### config.mk
export PLATFORM = sky130hd
export DESIGN_NAME = serial_add_sequencer
export DESIGN_NICKNAME = d
export VERILOG_FILES = /design/src/rtl/serial_add_sequencer.sv
export SDC_FILE = /design/constraint.sdc
export NUM_CORES = 1
export LEC_CHECK = 0
export ABC_AREA = 1
export BUFFER_PORTS_ARGS = -buffer_cell sky130_fd_sc_hd__clkbuf_2
export CORE_UTILIZATION = 50
export DETAILED_ROUTE_END_ITERATION = 10
export GPL_TIMING_DRIVEN = 0
export PLACE_DENSITY = 0.71
export REMOVE_ABC_BUFFERS = 1
export SETUP_SLACK_MARGIN = 0.15
export SLEW_MARGIN = 15
export SYNTH_ARGS = -nofsm -noshare
export SYNTH_HDL_FRONTEND = slang
export SYNTH_SLANG_ARGS = --single-unit
### constraint.sdc
create_clock -name clk -period 1.6 [get_ports clk]
set_input_delay 0.08 -clock clk [delete_from_list [all_inputs] [get_ports clk]]
set_output_delay 0.08 -clock clk [all_outputs]
set_load 0.05 [all_outputs]
### src/rtl/serial_add_sequencer.sv
`default_nettype none
// ============================================================================
// Module   : serial_add_sequencer
// Purpose  : Bit-serial adder controller. A single full-adder slice is walked
//            LSB-first across WIDTH clock cycles. Operands are captured into
//            shift registers on an accepted start, the running carry lives
//            in a flop between bits, and the result is reported through a
//            start/busy/done handshake.
// Revision : 1.0 - initial release
// ----------------------------------------------------------------------------
// Parameters:
//   WIDTH      operand/result width in bits (>= 2)
//   CNT_W      bit-counter width, derived from WIDTH (do not override)
// Ports:
//   clk        system clock, rising edge
//   rst_n      asynchronous active-low reset
//   start      request a new operation (honoured in IDLE or DONE only)
//   op_a/op_b  operands, captured when start is accepted
//   cin        initial carry-in, captured when start is accepted
//   sub        (SERIAL_ADD_SUB_EN only) subtract A-B, captured with start
//   busy       high while the serial add is running
//   done       one-cycle pulse, result valid
//   sum        result, held until the next result is produced
//   carry_out  carry out of the MSB (for subtract: 1 = no borrow)
//   overflow   signed overflow (carry into MSB xor carry out of MSB)
// Build option:
//   SERIAL_ADD_SUB_EN  adds the sub port and the A-B path
// ============================================================================
module serial_add_sequencer #(
  parameter int WIDTH = 32,
  parameter int CNT_W = $clog2(WIDTH)
) (
`ifdef SERIAL_ADD_SUB_EN
  input  logic             sub,
`endif
  input  logic             clk,
  input  logic             rst_n,
  input  logic             start,
  input  logic [WIDTH-1:0] op_a,
  input  logic [WIDTH-1:0] op_b,
  input  logic             cin,
  output logic             busy,
  output logic             done,
  output logic [WIDTH-1:0] sum,
  output logic             carry_out,
  output logic             overflow
);

  typedef enum logic [1:0] {
    S_IDLE = 2'd0,
    S_RUN  = 2'd1,
    S_DONE = 2'd2
  } state_t;

  state_t             r_state;
  state_t             w_next_state;
  logic               w_accept;
  logic               w_last;

  logic [WIDTH-1:0]   r_a_sr;
  logic [WIDTH-1:0]   r_b_sr;
  logic [WIDTH-1:0]   r_res_sr;
  logic               r_c_q;
  logic [CNT_W-1:0]   r_cnt;

  logic               r_busy;
  logic               r_done;
  logic [WIDTH-1:0]   r_sum;
  logic               r_carry_out;
  logic               r_overflow;

  logic [WIDTH-1:0]   w_b_in;
  logic               w_c_in;

  logic               w_p;
  logic               w_g;
  logic               w_s;
  logic               w_cout;

  // Operand conditioning at capture time
`ifdef SERIAL_ADD_SUB_EN
  // A - B == A + ~B + 1; the caller's cin is ignored when subtracting
  assign w_b_in = sub ? ~op_b : op_b;
  assign w_c_in = sub ? 1'b1  : cin;
`else
  assign w_b_in = op_b;
  assign w_c_in = cin;
`endif

  // Full-adder slice in generate/propagate form
  assign w_p    = r_a_sr[0] ^ r_b_sr[0];
  assign w_g    = r_a_sr[0] & r_b_sr[0];
  assign w_s    = w_p ^ r_c_q;
  assign w_cout = w_g | (w_p & r_c_q);

  // The counter holds the index of the bit being processed on this edge
  assign w_last = (r_cnt == CNT_W'(WIDTH - 1));

  // Next-state decode
  always_comb begin
    w_next_state = r_state;
    w_accept     = 1'b0;
    case (r_state)
      S_IDLE, S_DONE: begin
        if (start) begin
          w_accept     = 1'b1;
          w_next_state = S_RUN;
        end else begin
          w_next_state = S_IDLE;
        end
      end
      S_RUN: begin
        if (w_last) begin
          w_next_state = S_DONE;
        end
      end
      default: w_next_state = S_IDLE;
    endcase
  end

  // State, handshake and datapath registers
  always_ff @(posedge clk or negedge rst_n) begin
    if (!rst_n) begin
      r_state     <= S_IDLE;
      r_busy      <= 1'b0;
      r_done      <= 1'b0;
      r_a_sr      <= '0;
      r_b_sr      <= '0;
      r_res_sr    <= '0;
      r_c_q       <= 1'b0;
      r_cnt       <= '0;
      r_sum       <= '0;
      r_carry_out <= 1'b0;
      r_overflow  <= 1'b0;
    end else begin
      r_state <= w_next_state;
      // Registered decode of the state being entered, so busy and done
      // can never overlap
      r_busy  <= (w_next_state == S_RUN);
      r_done  <= (r_state == S_RUN) && w_last;

      if (w_accept) begin
        r_a_sr   <= op_a;
        r_b_sr   <= w_b_in;
        r_c_q    <= w_c_in;
        r_res_sr <= '0;
        r_cnt    <= '0;
      end else if (r_state == S_RUN) begin
        r_a_sr   <= {1'b0, r_a_sr[WIDTH-1:1]};
        r_b_sr   <= {1'b0, r_b_sr[WIDTH-1:1]};
        r_res_sr <= {w_s, r_res_sr[WIDTH-1:1]};
        r_c_q    <= w_cout;
        if (w_last) begin
          // On the MSB edge r_c_q is the carry into the MSB, so the signed
          // overflow is simply carry-in(MSB) xor carry-out(MSB).
          r_sum       <= {w_s, r_res_sr[WIDTH-1:1]};
          r_carry_out <= w_cout;
          r_overflow  <= r_c_q ^ w_cout;
        end else begin
          r_cnt <= r_cnt + CNT_W'(1);
        end
      end
    end
  end

  assign busy      = r_busy;
  assign done      = r_done;
  assign sum       = r_sum;
  assign carry_out = r_carry_out;
  assign overflow  = r_overflow;

endmodule
`default_nettype wire

==> results.md <==
- The flow ran to the end, but the final reports show violations.
- The checks that failed: design-rule violations.
- The via count of the first global-routing pass is 5785.
- Measured along the x axis, the die boundary spans 112.3 um.
- After detailed routing, the number of vias per cell comes to 5.633.
- The total overflow left after global routing is 0.
- The cell area that synthesis handed to floorplanning was 6088 um2.
- The clock period minus worst slack is 1.584 ns.
- IR analysis of the VDD net gives a maximum drop of 1171 uV.
- Along the worst path, the maximum fanout reaches 7.
- The final setup slack of the worst path is 0.01604 ns.
- The worst path arrival time is 1.94 ns.
- The final number of setup-violating endpoints is 0.
- CTS saw 139 sinks.
- The overall die area is 12620 um2.
- The synthesized design devotes to its leading area cell type 57.13% of total area.
- During placement, the flow inserted port buffers numbering 103.
- The number of antenna violations at the first check in global routing was 0.
- The library cell used most frequently in the layout, excluding fill and tap cells, is nand2_1.
- The reg-to-reg setup timing slack is 0.02 ns.
- The total via count in the routed design is 5898.
- STA classifies the critical path endpoint as a flip-flop.
- Entering global routing, the biggest net connects 89 pins.
- The first detailed-routing pass took 8 iterations.
- Detailed placement finished with a half-perimeter wire length of 7307 um.
- Walking the worst path, the cells encountered are ha_2 -> inv_2 -> nor3_4 -> ha_4 -> buf_4 -> inv_1 -> nand2_4 -> nand3_1 -> nand2_1.
- The transition time at the pin with the least slew margin is 0.5077 ns.
- For the final routed database, the setup TNS stands at 0 ns.
- The die height is 112.3 um.
- The endpoint of the worst-slack reg-to-reg timing path is r_cnt[1]$_DFFE_PN0P_.
- During synthesis, Yosys emitted a total of 0 warnings.
- The post-detailed-route DRC marker count is 8.
- The clock slew at the register clock pins of the worst setup and hold paths is 0.05 ns.
- At the later pin of the worst-skew pair, clock insertion delay measures 0.42 ns.
- The tool flagged a number of max-cap violations equal to 0.
- The logic depth of the worst path, buffers included is 9.
- Row generation in the floorplan step produced 39 rows.
- Together, buffers and inverters on the worst path number 3.
- The average wire per cell in the routed design is 18.35 um.
- The count of nets left with antenna violations after detail routing is 0.
- The fraction of the cycle the final worst path needs is 99.00%.
- Of the cells placed in the final design, the portion with a size suffix greater than 1 is 27.10%.
- The total track usage is 28.87%.
- Counting flops and latches in the post-synthesis netlist gives 139.
- Summing all placed instances gives a cell area of 6514 um2.
- The routability congestion estimate from global placement is 0.7334.
- Power comes to 17.49 mW.
- The top cell types in the final layout, fill and taps aside, are nand2_1, dfrtp_1, clkbuf_2, dlygate4sd3_1, nand3_1.
- The number of antenna diodes in the final layout is 0.
- The finished layout cell area is 8866 um2.
- The overall routed net length is 19220 um.
- The total area inside the core boundary comes to 11660 um2.
- Counting the buffers created by CTS gives 17.
- The fraction of registers with async set or reset after synthesis is 100.0%.
- After synthesis, the cell types taking the most area are dfrtp_1, nand2_1, nand3_1.
- The stage delay of the slowest cell on the critical path is 0.37 ns.
- Setup repair after global routing could not meet its margin everywhere.
- The pre-CTS worst setup slack is -1.315 ns.
- The cell with the biggest individual delay on the critical path is dfrtp_1.
- The wire length of the first global-routing pass is 27820 um.
- The cell count after synthesis came out at 689.
- The total power per unit cell area is 1973 nW/um2.
- The number of max-slew violations in the final report is 0.
- The number of nets at the end of the flow is 963.
- The most used flip-flop cell after synthesis is dfrtp_1.
- The worst hold-check slack is 0.1789 ns.
- The hold violation total from the final report was 0.
- Based on the critical path, the design can be clocked at up to 631.3 MHz.
- The worst path required time is 1.96 ns.
- On the critical path the largest part of the delay comes from simple AND/OR/NAND/NOR gates.
- For this configuration, the core starts out at a cell density of 52.20%.
- In this run the critical register-to-register path is launched from r_cnt[1]$_DFFE_PN0P_.
- The root buffer cell chosen for the clock tree is clkbuf_16.
- The first-iteration detailed-routing DRC count is 617.
- Of the synthesized area, sequential elements account for 57.13%.
- The count of H-tree levels built during CTS is 4.
- The worst setup path is launched from a flip-flop.
- The number of cells traversed by the worst register-to-register path is 9.
- The I/O pin count is 104.
- Between clock sinks in the finished design, the worst skew comes to 0.005148 ns.
- The maximum clock path buffer count is 2.
- The number of flops mapped to enable cells by yosys is 0.
- The number of library cell types mapped by synthesis is 25.
- The clock tree from TritonCTS is done.
- From synthesis to final layout, the design area changed by 45.62%.
- The min-delay analysis places its worst path in the category in -> async.
- The worst slew margin relative to its limit is 66.16%.
- The worst setup path is of the reg -> reg kind.
- The synthesized design spends more area on one cell type than any other, namely dfrtp_1.
- The per-instance average area after synthesis is 8.836 um2.
- The static leakage power is 4.526 nW.
==> cell type report <==
class | instances | area (um2)
clock buffers | 20 | 466.7
clock inverters | 12 | 192.7
fillers | 776 | 2796
inverters | 49 | 249.0
multi-input cells | 471 | 2531
flip-flops and latches | 139 | 3486
well taps | 143 | 178.9
repair buffers | 206 | 1659
repair inverters | 7 | 102.6
==> metrics by stage <==
step	instances	utilization, %
floorplan	644	-
global placement	890	55.36
detailed placement	892	55.85
CTS	1017	71.44
global route	1047	76.02
finish	1047	76.02
==> report_power, final <==
part	switching [mW]	total, mW	leakage [nW]	internal, mW
combinational	4.64	7.11	2.56	2.47
sequential	0.914	6.01	1.65	5.10
clock	1.50	4.37	0.318	2.88
total	7.06	17.5	4.53	10.4
==> cells by family after synthesis <==
family / share of synthesized area (%)
simple gates: 22.38
flops: 57.13
compound gates: 10.93
buf+inv: 8.467
fa+ha+maj: 0.9454
xor+xnor: 0.1439
==> per-layer routing <==
| layer | vias to the layer above | wire [um] | GRT usage (%) |
|---|---|---|---|
| met2 | 320 | 9602 | 50.48 |
| li1 | 2663 | - | - |
| met4 | 0 | 726 | 13.60 |
| met5 | - | 0 | 0 |
| met1 | 2848 | 7510 | 33.99 |
| met3 | 67 | 1376 | 6.371 |
==> cell usage after synthesis (4+ instances only) <==
cell type / number
buf_2: 12
buf_4: 4
buf_6: 17
clkbuf_1: 11
dfrtp_1: 139
inv_1: 45
nand2_1: 249
nand3_1: 69
o21ai_0: 63
o21ai_1: 25
o22ai_1: 31
==> sequential cells by signal (all words and copies together), names as in the netlist <==
name	count
r_state	2
r_b_sr	32
sum	32
carry_out	1
r_cnt	5
r_res_sr	31
r_c_q	1
overflow	1
done	1
r_a_sr	32
busy	1
==> timing repair <==
item / 4_1_cts / 5_1_grt
setup buffers: 15 / 18
hold buffers: 66 / 0
resized for setup: 37 / 57
endpoints found under the hold margin: 116 / 0
endpoints found under the setup margin: 139 / 107
cloned: 12 / 13
pin swaps: 6 / 7
==> worst max-delay path by stage <==
stage | from | to | slack (ns)
after global routing | r_cnt[1]$_DFFE_PN0P_ | r_cnt[1]$_DFFE_PN0P_ | -0.07
after floorplan | r_state[0]$_DFF_PN0_ | r_a_sr[10]$_DFFE_PN0P_ | -1.33
after detailed placement | r_state[0]$_DFF_PN0_ | r_b_sr[10]$_DFFE_PN0P_ | -1.32
final | r_cnt[1]$_DFFE_PN0P_ | r_cnt[1]$_DFFE_PN0P_ | 0.02
after CTS | r_cnt[0]$_DFFE_PN0P_ | sum[28]$_DFFE_PN0P_ | 0.1
after global placement | r_state[0]$_DFF_PN0_ | r_a_sr[2]$_DFFE_PN0P_ | -2.48
No activity file was read; power rests on OpenSTA's default activity.
